`config.mk`:
```
export PLATFORM = sky130hd
export DESIGN_NAME = lcd_msg_arbiter_flat
export DESIGN_NICKNAME = d
export VERILOG_FILES = /design/src/rtl/lcd_msg_arbiter_if.sv /design/src/rtl/lcd_msg_arbiter.sv /design/src/flat_wrapper.sv
export SDC_FILE = /design/constraint.sdc
export NUM_CORES = 1
export LEC_CHECK = 0
export ABC_CLOCK_PERIOD_IN_PS = 20200
export BUFFER_PORTS_ARGS = -buffer_cell sky130_fd_sc_hd__buf_2
export CAP_MARGIN = 15
export CORE_AREA = 2 2 503 505
export CTS_CLUSTER_SIZE = 14
export DETAILED_ROUTE_END_ITERATION = 12
export DIE_AREA = 0 0 505 507
export PLACE_DENSITY = 0.33
export SETUP_SLACK_MARGIN = 0.4
export SYNTH_ARGS = -nofsm -noshare
export SYNTH_HDL_FRONTEND = slang
export SYNTH_SLANG_ARGS = --single-unit
export TNS_END_PERCENT = 10
```
`constraint.sdc`:
```
create_clock -name I_CLK -period 20.2 [get_ports I_CLK]
set_input_delay 4.04 -clock I_CLK [delete_from_list [all_inputs] [get_ports I_CLK]]
set_output_delay 4.04 -clock I_CLK [all_outputs]
set_load 0.02 [all_outputs]
```
`src/rtl/lcd_msg_arbiter_if.sv`:
```
// Bundle between message requesters, the arbiter and the LCD bus interface.
// Carries per-requester request/grant/ack, both 16-char lines, and the LCD start/done handshake.
interface lcd_msg_arbiter_if #(
    parameter int NREQ = 4
);
    logic [NREQ-1:0]             I_REQ;
    logic [NREQ-1:0][0:15][7:0]  I_MSG0;
    logic [NREQ-1:0][0:15][7:0]  I_MSG1;
    logic [NREQ-1:0]             O_GNT;
    logic [NREQ-1:0]             O_ACK;
    logic                        O_BUSY;
    logic                        O_TIMEOUT;
    logic                        O_LCD_START;
    logic [0:15][7:0]            O_LCD_WDATA0;
    logic [0:15][7:0]            O_LCD_WDATA1;
    logic                        I_LCD_DONE;

    modport master (
        output I_REQ, I_MSG0, I_MSG1, I_LCD_DONE,
        input  O_GNT, O_ACK, O_BUSY, O_TIMEOUT, O_LCD_START, O_LCD_WDATA0, O_LCD_WDATA1
    );

    modport slave (
        input  I_REQ, I_MSG0, I_MSG1, I_LCD_DONE,
        output O_GNT, O_ACK, O_BUSY, O_TIMEOUT, O_LCD_START, O_LCD_WDATA0, O_LCD_WDATA1
    );
endinterface

```
`src/rtl/lcd_msg_arbiter.sv`:
```
// Round-robin arbiter sharing one 2x16 LCD bus interface among NREQ message sources.
// Grant+data 1 cycle after request sampled, start 1 cycle later; requesters hold I_REQ until O_ACK.
module lcd_msg_arbiter #(
    parameter int NREQ        = 4,
    parameter int HOLD_CYC    = 1024,
    parameter int TIMEOUT_CYC = 262144
) (
    input  logic                I_CLK,
    input  logic                I_RST,
    lcd_msg_arbiter_if.slave    bus
);

    localparam int PW = (NREQ > 1) ? $clog2(NREQ) : 1;
    localparam int TW = $clog2(TIMEOUT_CYC + 1);
    localparam int HW = (HOLD_CYC > 1) ? $clog2(HOLD_CYC) : 1;

    localparam logic [TW-1:0] TO_LAST   = TW'(TIMEOUT_CYC - 1);
    localparam logic [HW-1:0] HOLD_LAST = HW'((HOLD_CYC > 0) ? HOLD_CYC - 1 : 0);
    localparam logic [PW-1:0] PTR_RST   = PW'(NREQ - 1);
    localparam logic [0:15][7:0] BLANK  = {16{8'h20}};

    typedef enum logic [2:0] {
        ST_WAIT_INIT,
        ST_IDLE,
        ST_START,
        ST_BUSY,
        ST_HOLD
    } state_t;

    state_t             state_q, state_nxt;
    logic [PW-1:0]      ptr_q, ptr_nxt;
    logic [PW-1:0]      win_q, win_nxt;
    logic [NREQ-1:0]    gnt_q, gnt_nxt;
    logic [NREQ-1:0]    ack_q, ack_nxt;
    logic               start_q, start_nxt;
    logic               to_q, to_nxt;
    logic               busy_q;
    logic [TW-1:0]      wcnt_q, wcnt_nxt;
    logic [HW-1:0]      hcnt_q, hcnt_nxt;
    logic [0:15][7:0]   buf0_q, buf1_q;
    logic               load;
    logic               msg_end;
    logic               rr_found;
    logic [PW-1:0]      rr_win;

    function automatic logic [NREQ-1:0] onehot(input logic [PW-1:0] i);
        logic [NREQ-1:0] v;
        v    = '0;
        v[i] = 1'b1;
        return v;
    endfunction

    // Search starts just after the last winner so every requester gets a turn.
    always_comb begin : rr_search
        int idx;
        idx      = 0;
        rr_found = 1'b0;
        rr_win   = '0;
        for (int i = 1; i <= NREQ; i++) begin
            idx = (int'(ptr_q) + i) % NREQ;
            if (!rr_found && bus.I_REQ[PW'(idx)]) begin
                rr_found = 1'b1;
                rr_win   = PW'(idx);
            end
        end
    end

    always_comb begin
        state_nxt = state_q;
        ptr_nxt   = ptr_q;
        win_nxt   = win_q;
        gnt_nxt   = gnt_q;
        ack_nxt   = '0;
        start_nxt = 1'b0;
        to_nxt    = to_q;
        wcnt_nxt  = wcnt_q;
        hcnt_nxt  = hcnt_q;
        load      = 1'b0;
        msg_end   = 1'b0;
        case (state_q)
            ST_WAIT_INIT: begin
                if (bus.I_LCD_DONE) begin
                    state_nxt = ST_IDLE;
                end
            end
            ST_IDLE: begin
                gnt_nxt = '0;
                if (rr_found) begin
                    win_nxt   = rr_win;
                    gnt_nxt   = onehot(rr_win);
                    load      = 1'b1;
                    state_nxt = ST_START;
                end
            end
            ST_START: begin
                start_nxt = 1'b1;
                wcnt_nxt  = '0;
                state_nxt = ST_BUSY;
            end
            ST_BUSY: begin
                wcnt_nxt = wcnt_q + TW'(1);
                // Done takes priority over a watchdog expiry in the same cycle.
                if (bus.I_LCD_DONE) begin
                    to_nxt  = 1'b0;
                    msg_end = 1'b1;
                end else if (wcnt_q == TO_LAST) begin
                    to_nxt  = 1'b1;
                    msg_end = 1'b1;
                end
                if (msg_end) begin
                    ack_nxt   = onehot(win_q);
                    ptr_nxt   = win_q;
                    hcnt_nxt  = '0;
                    state_nxt = (HOLD_CYC == 0) ? ST_IDLE : ST_HOLD;
                end
            end
            ST_HOLD: begin
                gnt_nxt = '0;
                if (hcnt_q == HOLD_LAST) begin
                    state_nxt = ST_IDLE;
                end else begin
                    hcnt_nxt = hcnt_q + HW'(1);
                end
            end
            default: begin
                state_nxt = ST_WAIT_INIT;
            end
        endcase
    end

    always_ff @(posedge I_CLK or posedge I_RST) begin
        if (I_RST) begin
            state_q <= ST_WAIT_INIT;
            ptr_q   <= PTR_RST;
            win_q   <= '0;
            gnt_q   <= '0;
            ack_q   <= '0;
            start_q <= 1'b0;
            to_q    <= 1'b0;
            busy_q  <= 1'b1;
            wcnt_q  <= '0;
            hcnt_q  <= '0;
        end else begin
            state_q <= state_nxt;
            ptr_q   <= ptr_nxt;
            win_q   <= win_nxt;
            gnt_q   <= gnt_nxt;
            ack_q   <= ack_nxt;
            start_q <= start_nxt;
            to_q    <= to_nxt;
            busy_q  <= (state_nxt != ST_IDLE);
            wcnt_q  <= wcnt_nxt;
            hcnt_q  <= hcnt_nxt;
        end
    end

    // Line buffers keep the last message on display until the next grant.
    always_ff @(posedge I_CLK or posedge I_RST) begin
        if (I_RST) begin
            buf0_q <= BLANK;
            buf1_q <= BLANK;
        end else if (load) begin
            buf0_q <= bus.I_MSG0[rr_win];
            buf1_q <= bus.I_MSG1[rr_win];
        end
    end

    assign bus.O_GNT        = gnt_q;
    assign bus.O_ACK        = ack_q;
    assign bus.O_BUSY       = busy_q;
    assign bus.O_TIMEOUT    = to_q;
    assign bus.O_LCD_START  = start_q;
    assign bus.O_LCD_WDATA0 = buf0_q;
    assign bus.O_LCD_WDATA1 = buf1_q;

endmodule

```
`src/flat_wrapper.sv`:
```
// flat-port wrapper written by rule: the top's interface ports become plain ports
module lcd_msg_arbiter_flat 
#(
    parameter int NREQ        = 4,
    parameter int HOLD_CYC    = 1024,
    parameter int TIMEOUT_CYC = 262144
)
  (I_CLK, I_RST, bus_I_REQ, bus_I_MSG0, bus_I_MSG1, bus_I_LCD_DONE, bus_O_GNT, bus_O_ACK, bus_O_BUSY, bus_O_TIMEOUT, bus_O_LCD_START, bus_O_LCD_WDATA0, bus_O_LCD_WDATA1);
  lcd_msg_arbiter_if #(.NREQ(NREQ)) bus_i ();
  input  logic I_CLK;
  input  logic I_RST;
  input wire logic [$bits(bus_i.I_REQ)-1:0] bus_I_REQ;
  input wire logic [$bits(bus_i.I_MSG0)-1:0] bus_I_MSG0;
  input wire logic [$bits(bus_i.I_MSG1)-1:0] bus_I_MSG1;
  input wire logic [$bits(bus_i.I_LCD_DONE)-1:0] bus_I_LCD_DONE;
  output wire logic [$bits(bus_i.O_GNT)-1:0] bus_O_GNT;
  output wire logic [$bits(bus_i.O_ACK)-1:0] bus_O_ACK;
  output wire logic [$bits(bus_i.O_BUSY)-1:0] bus_O_BUSY;
  output wire logic [$bits(bus_i.O_TIMEOUT)-1:0] bus_O_TIMEOUT;
  output wire logic [$bits(bus_i.O_LCD_START)-1:0] bus_O_LCD_START;
  output wire logic [$bits(bus_i.O_LCD_WDATA0)-1:0] bus_O_LCD_WDATA0;
  output wire logic [$bits(bus_i.O_LCD_WDATA1)-1:0] bus_O_LCD_WDATA1;
  assign bus_i.I_REQ = bus_I_REQ;
  assign bus_i.I_MSG0 = bus_I_MSG0;
  assign bus_i.I_MSG1 = bus_I_MSG1;
  assign bus_i.I_LCD_DONE = bus_I_LCD_DONE;
  assign bus_O_GNT = bus_i.O_GNT;
  assign bus_O_ACK = bus_i.O_ACK;
  assign bus_O_BUSY = bus_i.O_BUSY;
  assign bus_O_TIMEOUT = bus_i.O_TIMEOUT;
  assign bus_O_LCD_START = bus_i.O_LCD_START;
  assign bus_O_LCD_WDATA0 = bus_i.O_LCD_WDATA0;
  assign bus_O_LCD_WDATA1 = bus_i.O_LCD_WDATA1;
  lcd_msg_arbiter #(.NREQ(NREQ), .HOLD_CYC(HOLD_CYC), .TIMEOUT_CYC(TIMEOUT_CYC)) u_core (.I_CLK(I_CLK), .I_RST(I_RST), .bus(bus_i));
endmodule
```
After elaboration in Yosys (flattened, before gate mapping)
Cells that the tools add are included.
{"block": "totals", "output_inout_bits": 267, "elab_cells": 131, "n_memories": 0, "inputBits": 1031, "ff_bits": 303, "ram_bits": 0, "mem_bits_ro": 0, "latchBits": 0}
{"block": "classes", "div": 0, "shift": 0, "n_bitwise": 0, "n_eq_ne": 9, "n_mux": 49, "order_cmp": 8, "n_mul": 0, "add_sub_neg": 6, "reduce_logical": 17}
{"cell": "binary-select mux 128 bit (select 2 bit)", "count": 2}
{"cell": "two-way mux 128 bit", "count": 2}
{"cell": "one-hot mux 19 bit (2 select lines)", "count": 1}
{"cell": "two-way mux 1 bit", "count": 22}
{"cell": "two-way mux 10 bit", "count": 2}
{"cell": "one-hot mux 10 bit (2 select lines)", "count": 1}
{"cell": "adder 19 x 1 -> 19 bit (second input constant)", "count": 1}
{"cell": "equality test 19 x 18 -> 1 bit (second input constant)", "count": 1}
{"cell": "less-than comparator 2 x 4 -> 1 bit (second input constant)", "count": 4}
{"cell": "one-hot mux 3 bit (5 select lines)", "count": 1}
{"cell": "two-way mux 3 bit", "count": 4}
{"cell": "two-way mux 4 bit", "count": 3}
{"cell": "adder 10 x 1 -> 10 bit (second input constant)", "count": 1}
{"cell": "equality test 10 bit (second input constant)", "count": 1}
{"cell": "binary-select mux 1 bit (select 2 bit)", "count": 4}
{"cell": "two-way mux 2 bit", "count": 4}
{"cell": "one-hot mux 4 bit (2 select lines)", "count": 1}
{"cell": "nonzero test 2 bit", "count": 4}
{"cell": "equality test 3 x 2 -> 1 bit (second input constant)", "count": 2}
{"cell": "less-than comparator 2 x 3 -> 1 bit (second input constant)", "count": 2}
{"cell": "AND reduction 2 bit", "count": 3}
{"cell": "logical AND 1 bit", "count": 5}
{"cell": "adder 2 x 1 -> 2 bit (second input constant)", "count": 2}
{"cell": "adder 2 bit (second input constant)", "count": 2}
{"cell": "10 further kinds", "count": 14}

Longest topological paths before layout
Gate-level depths: netlist of run 1.
{"block": "depth", "depth_word": 20, "mapped_depth": 9, "depth_no_buf": 6}

Worst setup path before layout of run 1
OpenSTA, ideal clock, no wires.
{"block": "synth_timing", "kind": "input to register", "startpoint": "input port bus_I_REQ[1]", "endpoint": "register u_core.buf0_q, in the netlist u_core.bus.O_LCD_WDATA0[5]", "cell_stages": 7, "setup_time_ns": 0.081, "slack_ns": 14.590, "arrival_time_ns": 5.529, "required_time_ns": 20.119, "path_cell_list": "nor4_1 > nor3_2 > nand4_1 > clkbuf_1 > buf_2 > a221oi_2 > a211oi_2"}
{"block": "synth_via", "elab_chain_len": 15, "elab_cells_between_ends": 30, "classes_between": "24 x mux; 6 x reduce/logical"}
{"element": "start: declaration", "line": "flat_wrapper.sv:12", "text": "input wire logic [$bits(bus_i.I_REQ)-1:0] bus_I_REQ;"}
{"element": "binary-select mux 1 bit (select 2 bit)", "line": "lcd_msg_arbiter.sv:61", "text": "if (!rr_found && bus.I_REQ[PW'(idx)]) begin"}
{"element": "two-way mux 1 bit (not written as such) (2 in series)", "line": "lcd_msg_arbiter.sv:61"}
{"element": "two-way mux 1 bit", "line": "lcd_msg_arbiter.sv:61"}
{"element": "zero test 1 bit", "line": "lcd_msg_arbiter.sv:61"}
{"element": "logical AND 1 bit", "line": "lcd_msg_arbiter.sv:61"}
{"element": "two-way mux 1 bit", "line": "lcd_msg_arbiter.sv:61"}
{"element": "zero test 1 bit", "line": "lcd_msg_arbiter.sv:61"}
{"element": "logical AND 1 bit", "line": "lcd_msg_arbiter.sv:61"}
{"element": "two-way mux 1 bit", "line": "lcd_msg_arbiter.sv:61"}
{"element": "zero test 1 bit", "line": "lcd_msg_arbiter.sv:61"}
{"element": "logical AND 1 bit", "line": "lcd_msg_arbiter.sv:61"}
{"element": "two-way mux 2 bit or two-way mux 1 bit (tied branches)", "line": "lcd_msg_arbiter.sv:61"}
{"element": "binary-select mux 128 bit (select 2 bit) or two-way mux 1 bit (tied branches)", "line": "lcd_msg_arbiter.sv:163, lcd_msg_arbiter.sv:88"}
{"element": "two-way mux 128 bit (not written as such) or two-way mux 1 bit (tied branches)", "line": "lcd_msg_arbiter.sv:163, lcd_msg_arbiter.sv:80"}
{"element": "end signal: assignment", "line": "lcd_msg_arbiter.sv:163", "text": "buf0_q <= bus.I_MSG0[rr_win];"}
{"element": "end: declaration", "line": "lcd_msg_arbiter.sv:40", "text": "logic [0:15][7:0] buf0_q, buf1_q;"}
Parallel ways exist; a longest one is shown, timed or not. The select of a mux whose other input is x is not followed.
A chain may end at the register's enable or synchronous reset.

Worst setup path in the final report of run 1
{"block": "layout_timing", "startpoint": "input port bus_I_REQ[3]", "endpoint": "register u_core.buf0_q, in the netlist u_core.bus.O_LCD_WDATA0[57]"}
The elaborated chain is that of the path after synthesis.

==> results by group, run 1 <==
Finish
  • Synthesis-to-finish area growth: 55.0%
  • Register area: 7630 µm²
  • Area taken by multi-input logic gates: 12300 µm²
  • Proportion of layout cells with a drive suffix above 1: 55.8%
  • Post-layout net count: 4221
  • Finished Core Util: 13.1%
  • FILL cells: 28900

Global route
  • Pin count of the biggest net entering global routing: 122
  • Initial antenna violation count: 96
  • Vias in the first global route: 24200
  • Global-route wire length before repair: 244000 µm
  • Total congestion overflow: 0
  • Total track usage: 14.2%

Route
  • Post-route DRC violation count: 0
  • Detailed Route WL: 190000 µm
  • Drt via density: 3.54
  • Routed vias: 23400
  • Drt first pass iters: 5
  • Post-route ant nets: 0
  • Wirelength per Cell: 28.7 µm
  • Initial drt markers: 1733

Clock network
  • Clk_lat worst skew: 0.71 ns
  • PostCTS Resize Cnt: 0
  • TritonCTS buffer count: 49
  • Clk root buf: clkbuf_16
  • CTS H-Tree Depth: 2
  • Post-CTS Setup Bufs: 0
  • Total clock sinks: 303
  • Hold buffer count at cts: 0
  • Longest Clk Path Bufs: 3
  • Worst-path clk slew: 0.06 ns
  • CTS tree: yes

Power and ir drop
  • Net switching power figure: 0.00259 W
  • Leak: 14.8 nW
  • Switching share of power: 52.9%
  • Max VDD drop: 86.2 µV
  • Combinational power share: 58.2%
  • Power per cell area: 149 nW/µm²
  • Clock power frac: 18.6%
  • Cell-internal power: 0.00230 W
  • Flop pwr share: 23.2%

Logic synthesis
  • Sequential element share of the synthesized area: 36.0%
  • Top_reg_cell synth: dfrtp_1
  • Netlist cell types: 55
  • Syn_area_per_cell: 10.4 µm²
  • Gate Count Post-Synth: 2028
  • Commonest cells in the synthesized netlist: nor2_1, dfrtp_1, and3_1, mux2i_1, a211oi_2
  • Count leader, synth: nor2_1
  • Async SR Flop Fraction: 100%
  • Post-synth top area cell: dfrtp_1
  • Syn Nets: 3061
  • Post-synth EDFFs: 0
  • Ranking of synthesized cells by area: dfrtp_1, mux2i_1, a211oi_2
  • #FFs+latches synth: 303
  • Yosys warning total: 0
  • Synthesized area: 21200 µm²
  • Post-synth top area share: 31.7%

Die
  • Core ar.: 250000 µm²
  • Io pins: 1298
  • # rows: 184
  • Die ar.: 256000 µm²
  • Die height: 507 µm
  • Initial Util: 8.45%
  • Die W: 505 µm

Worst setup path
  • CP startpoint: bus_I_REQ[3]
  • Worst setup EP type: register
  • Worst path required time: 20.75 ns
  • Critical path data arrival time: 8.00 ns
  • Worst-path fanout max: 103
  • Worst r2r path cells: 8
  • Worst Setup Start Kind: input port
  • Setup Crit Path Kind: in -> reg
  • Reg2reg start: u_core.ptr_q[1]$_DFFE_PP1P_

Run status
  • Status: completed

Timing
  • Worst Hold Slack: 0.496 ns
  • Crit path time final: 7.46 ns
  • Final setup viols: 0
  • Total Neg Setup Slack: 0 ns
  • Final Hold Viols: 0
  • Fin. max-slew vios: 0
  • Fin Clk Skew: 0.0575 ns
  • Worst rel slew slack: 26.5%
  • Final setup margin: 12.74 ns
  • Fin crit share: 36.9%
  • Max Fclk: 134 MHz
  • Slew @ Worst Pin: 1.10 ns
  • RSZ-0062 raised after global routing: no

Worst hold path
  • Hold crit path type: reg -> reg
  • Hold path startpoint: u_core.bus.O_GNT[1]$_DFFE_PP0P_
  • Hold path cells: 1

Place
  • RD Place Congestion: 0.916
  • Worst slack, placed: 12.13 ns
  • Buffers on Ports: 1297
  • HPWL after DPL: 154000 µm

Job
  • Number of max-cap violations: 0
[power by group through the flow]
stage / Clock, W / Combinational [W] / Sequential [W]
2_1_floorplan: 0 / 0.00136 / 0.00138
3_3_place_gp: 0 / 0.00293 / 0.00114
3_5_place_dp: 0 / 0.00293 / 0.00113
4_1_cts: 0.000966 / 0.00294 / 0.00114
5_1_grt: 0.000978 / 0.00306 / 0.00117
6_report: 0.000913 / 0.00285 / 0.00114
[area by class of cell]
class	count	share of cell area [%]
Inverter	9	0.126
Tap cell	3348	12.8
Antenna cell	33	0.252
Multi-Input combinational cell	1482	37.6
Sequential cell	303	23.3
Timing Repair Buffer	1343	21.0
Clock inverter	15	0.610
Clock buffer	74	4.36
[registers in the layout, indices dropped and copies added, names as in the netlist]
register	cells
u_core.bus.O_TIMEOUT	1
u_core.win_q	2
u_core.bus.O_LCD_START	1
u_core.bus.O_GNT	4
u_core.state_q	3
u_core.bus.O_ACK	4
u_core.bus.O_LCD_WDATA0	128
u_core.ptr_q	2
u_core.hcnt_q	10
u_core.bus.O_BUSY	1
u_core.wcnt_q	19
u_core.bus.O_LCD_WDATA1	128
[cell families after synthesis]
kind of cell	synth area share, %
AND/OR/NAND/NOR	15.1
AO/OA/AOI/OAI	30.3
flip-flops	36.0
multiplexers	12.3
buffers and inverters	5.84
XOR/XNOR	0.290
adder cells (fa/ha/maj)	0.118
[layer usage]
| layer | GRT usage, % | vias up | share of wire [%] |
|---|---|---|---|
| li1 | - | 10300 | - |
| met1 | 17.8 | 11600 | 42 |
| met2 | 22.6 | 1257 | 45 |
| met3 | 5.67 | 212 | 10 |
| met4 | 3.19 | 40 | 2.4 |
| met5 | 0 | - | 0.14 |
[critical path, stage by stage]
cell and delay, ns:
buf_2 0.14, or3b_4 0.40, o21ai_2 0.09, a21o_4 0.42, buf_12 0.54, buf_4 0.87
buf_4 0.70, a221oi_1 0.19, a211oi_1 0.29
[through the flow]
stage	instance area, µm²	total power [W]	std cells
after floorplan	21200	0.00274	2028
after global placement	31100	0.00407	6483
after detailed placement	31100	0.00406	6484
after CTS	32700	0.00504	6573
after global routing	32700	0.00521	6581
final	32800	0.00490	6607
[final timing paths]
check	slack, ns	endpoint
max reg2reg	15.76	u_core.bus.O_LCD_WDATA0[57]$_DFFE_PP0P_
min reg2reg	0.50	u_core.bus.O_GNT[1]$_DFFE_PP0P_
min in group asynchronous	3.33	u_core.bus.O_LCD_WDATA0[103]$_DFFE_PP0P_
max	12.74	u_core.bus.O_LCD_WDATA0[57]$_DFFE_PP0P_
max in group asynchronous	14.28	u_core.bus.O_LCD_WDATA0[59]$_DFFE_PP0P_
min	0.50	u_core.bus.O_GNT[1]$_DFFE_PP0P_
[cells in the final DEF, fill, tap and decap left out, types with 49 or more instances in the layout]
master | Yosys | layout
a211oi_2 | 204 | 204
a221oi_2 | 130 | 130
buf_2 | 70 | 1297
nor2_1 | 276 | 276
mux2i_1 | 260 | 260
a211oi_1 | 52 | 52
dfrtp_1 | 268 | 268
clkbuf_16 | 0 | 49
a221oi_1 | 126 | 126
and3_1 | 260 | 260
(Power assumes the default switching activity.)
==> run 2, diff against run 1 <==
- ABC_CLOCK_PERIOD_IN_PS: 20200 -> 7800
- clock period: 20.2 -> 7.8 ns (I/O delays scaled with it)
==> run 2 against run 1 <==
The flow now finishes with violations (slew limit). First-iteration DRC count grew 3.1%. Utilization up 0.078 points. Clock-buffer cell count down 11. Via count grew 0.40%. Clock skew fell by 0.0095 ns. Clock power grew to 2.6 times the previous value. Total power grew to 2.6 times the previous value. Largest power group unchanged.
==> results by group, run 2 (synthesized netlist as in run 1, its figures left out) <==
Timing
  • Fin crit share: 57.6%
  • Worst rel slew slack: -1.15% (-28 points)
  • Max Fclk: 223 MHz
  • Crit path time final: 4.49 ns
  • Slew @ Worst Pin: 1.52 ns (+0.415 ns)
  • Final setup viols: 0 (unchanged)
  • Fin Clk Skew: 0.0481 ns (-0.00949 ns)
  • RSZ-0062 raised after global routing: no
  • Final Hold Viols: 0 (unchanged)
  • Total Neg Setup Slack: 0 ns (unchanged)
  • Fin. max-slew vios: 1 (+1)

Route
  • Detailed Route WL: 185000 µm (-2.3%)
  • Post-route DRC violation count: 0 (unchanged)
  • Drt via density: 3.55 (+0.25%)
  • Drt first pass iters: 5 (unchanged)
  • Initial drt markers: 1787 (+3.1%)
  • Routed vias: 23500 (+0.40%)
  • Post-route ant nets: 0 (unchanged)
  • Wirelength per Cell: 28.0 µm (-2.4%)

Clock network
  • TritonCTS buffer count: 48 (-2.0%)
  • Hold buffer count at cts: 0 (unchanged)
  • Post-CTS Setup Bufs: 0 (unchanged)
  • Total clock sinks: 303 (unchanged)
  • Longest Clk Path Bufs: 3 (unchanged)
  • CTS tree: yes
  • Clk root buf: clkbuf_16
  • CTS H-Tree Depth: 2 (unchanged)
  • Clk_lat worst skew: 0.69 ns (-0.02 ns)
  • PostCTS Resize Cnt: 0 (unchanged)
  • Worst-path clk slew: 0.06 ns (about the same)

Worst setup path
  • Critical path data arrival time: 5.02 ns (-2.98 ns)
  • Worst-path fanout max: 119 (+16%)
  • Buf/Inv on CP: 3 (-1)
  • Worst Setup Start Kind: input port
  • Worst setup EP type: register
  • Critical-path top delay cell: buf_4
  • Max stage delay on crit path: 0.58 ns (-0.29 ns)
  • Setup Crit Path Kind: in -> reg
  • Worst path required time: 8.33 ns (-12.42 ns)
  • CP cell instances: buf_2 > or3b_4 > o21ai_2 > a21o_4 > buf_12 > buf_4 > mux2i_1 > a211oi_2
  • Cell family with most CP delay: buffers and inverters

Die
  • Die W: 505 µm (unchanged)
  • Io pins: 1298 (unchanged)
  • Die height: 507 µm (unchanged)
  • # rows: 184 (unchanged)
  • Initial Util: 8.45% (unchanged)
  • Core ar.: 250000 µm² (unchanged)
  • Die ar.: 256000 µm² (unchanged)

Job
  • Number of max-cap violations: 0 (unchanged)

Global route
  • Total track usage: 13.8% (-0.38 points)
  • Global-route wire length before repair: 238000 µm (-2.3%)
  • Vias in the first global route: 24100 (-0.35%)
  • Initial antenna violation count: 118 (+23%)
  • Total congestion overflow: 0 (unchanged)
  • Pin count of the biggest net entering global routing: 120 (-1.6%)

Finish
  • Proportion of layout cells with a drive suffix above 1: 56.2% (+0.40 points)
  • Synthesis-to-finish area growth: 55.9%
  • Most common cell after layout, fill and taps aside: buf_2
  • Post-layout net count: 4222 (+0.024%)
  • Most frequent cells in the layout: buf_2, nor2_1, dfrtp_1, and3_1, mux2i_1
  • Post-Layout Cell Count: 6617 (+0.15%)

Place
  • Buffers on Ports: 1297 (unchanged)
  • RD Place Congestion: 0.919 (+0.34%)
  • HPWL after DPL: 151000 µm (-1.9%)
  • # placed instances: 6486 (+0.031%)

Power and ir drop
  • Leak: 14.8 nW (+0.51%)
  • Max VDD drop: 230 µV (+170%)
  • Power per cell area: 384 nW/µm² (+160%)

Worst hold path
  • Hold crit path type: reg -> reg

Run status
  • Failing checks: slew limit
  • Status: complete, but fails checks
[run 2: cell count changes in the layout (fill, tap and decap cells not counted), sizes merged]
cell	previous run	this run
bufinv	3	4
diode	33	41
clkinvlp	1	4
buf	1343	1345
clkinv	9	16
clkbuf	74	63
[run 2: metrics by stage]
stage | hold WS [ns] | total power, W | cell area [µm²] | utilization (%) | setup WS (ns)
after floorplan | 0.464 | 0.00710 | 21200 | - | 2.24
after global placement | 0.466 | 0.0105 | 31200 | 12.5 | 2.73
after detailed placement | 0.477 | 0.0105 | 31200 | 12.5 | 2.67
after CTS | 0.492 | 0.0130 | 32900 | 13.1 | 3.47
after global routing | 0.526 | 0.0134 | 33000 | 13.2 | 3.26
final | 0.487 | 0.0127 | 33000 | 13.2 | 3.31
[run 2: where the power goes]
group          switching, W  internal [W]
sequential         0.000575       0.00238
clock               0.00101       0.00138
combinational       0.00506       0.00226
total               0.00664       0.00602
[run 2: path summary, 6_finish.rpt]
check / start / to / slack (ns) / cells past startpoint
setup / recovery: bus_I_REQ[3] / u_core.bus.O_LCD_WDATA1[74]$_DFFE_PP0P_ / 3.31 / 8
hold / removal: u_core.bus.O_GNT[2]$_DFFE_PP0P_ / u_core.bus.O_GNT[2]$_DFFE_PP0P_ / 0.49 / 2
setup reg to reg: u_core.ptr_q[1]$_DFFE_PP1P_ / u_core.bus.O_LCD_WDATA1[74]$_DFFE_PP0P_ / 3.95 / 7
hold reg to reg: u_core.bus.O_GNT[2]$_DFFE_PP0P_ / u_core.bus.O_GNT[2]$_DFFE_PP0P_ / 0.49 / 2
max in group asynchronous: I_RST / u_core.bus.O_LCD_WDATA0[94]$_DFFE_PP0P_ / 5.25 / 4
min in group asynchronous: I_RST / u_core.bus.O_LCD_WDATA1[124]$_DFFE_PP0P_ / 1.01 / 2
[run 2: layout make-up]
type,instances,area (µm²)
clock buffers,63,1380
clock inverters,26,279
multi-input cells,1482,12300
diodes,41,103
well taps,3348,4190
flip-flops and latches,303,7630
inverters,9,37.5
repair buffers,1345,7040
fillers,29000,217000
[run 2: layer usage]
layer	share of wire [%]	track usage (%)
met1	42	17.1
met2	44	21.3
met3	11	5.57
met4	3.7	4.96
met5	0.13	0
[run 2: tightest hold or removal path, delay by kind of cell (launching register included)]
kind	cells	cell delay, ns
AO/OA/AOI/OAI	1	0.06
AND/OR/NAND/NOR	1	0.05
flip-flops	1	0.34
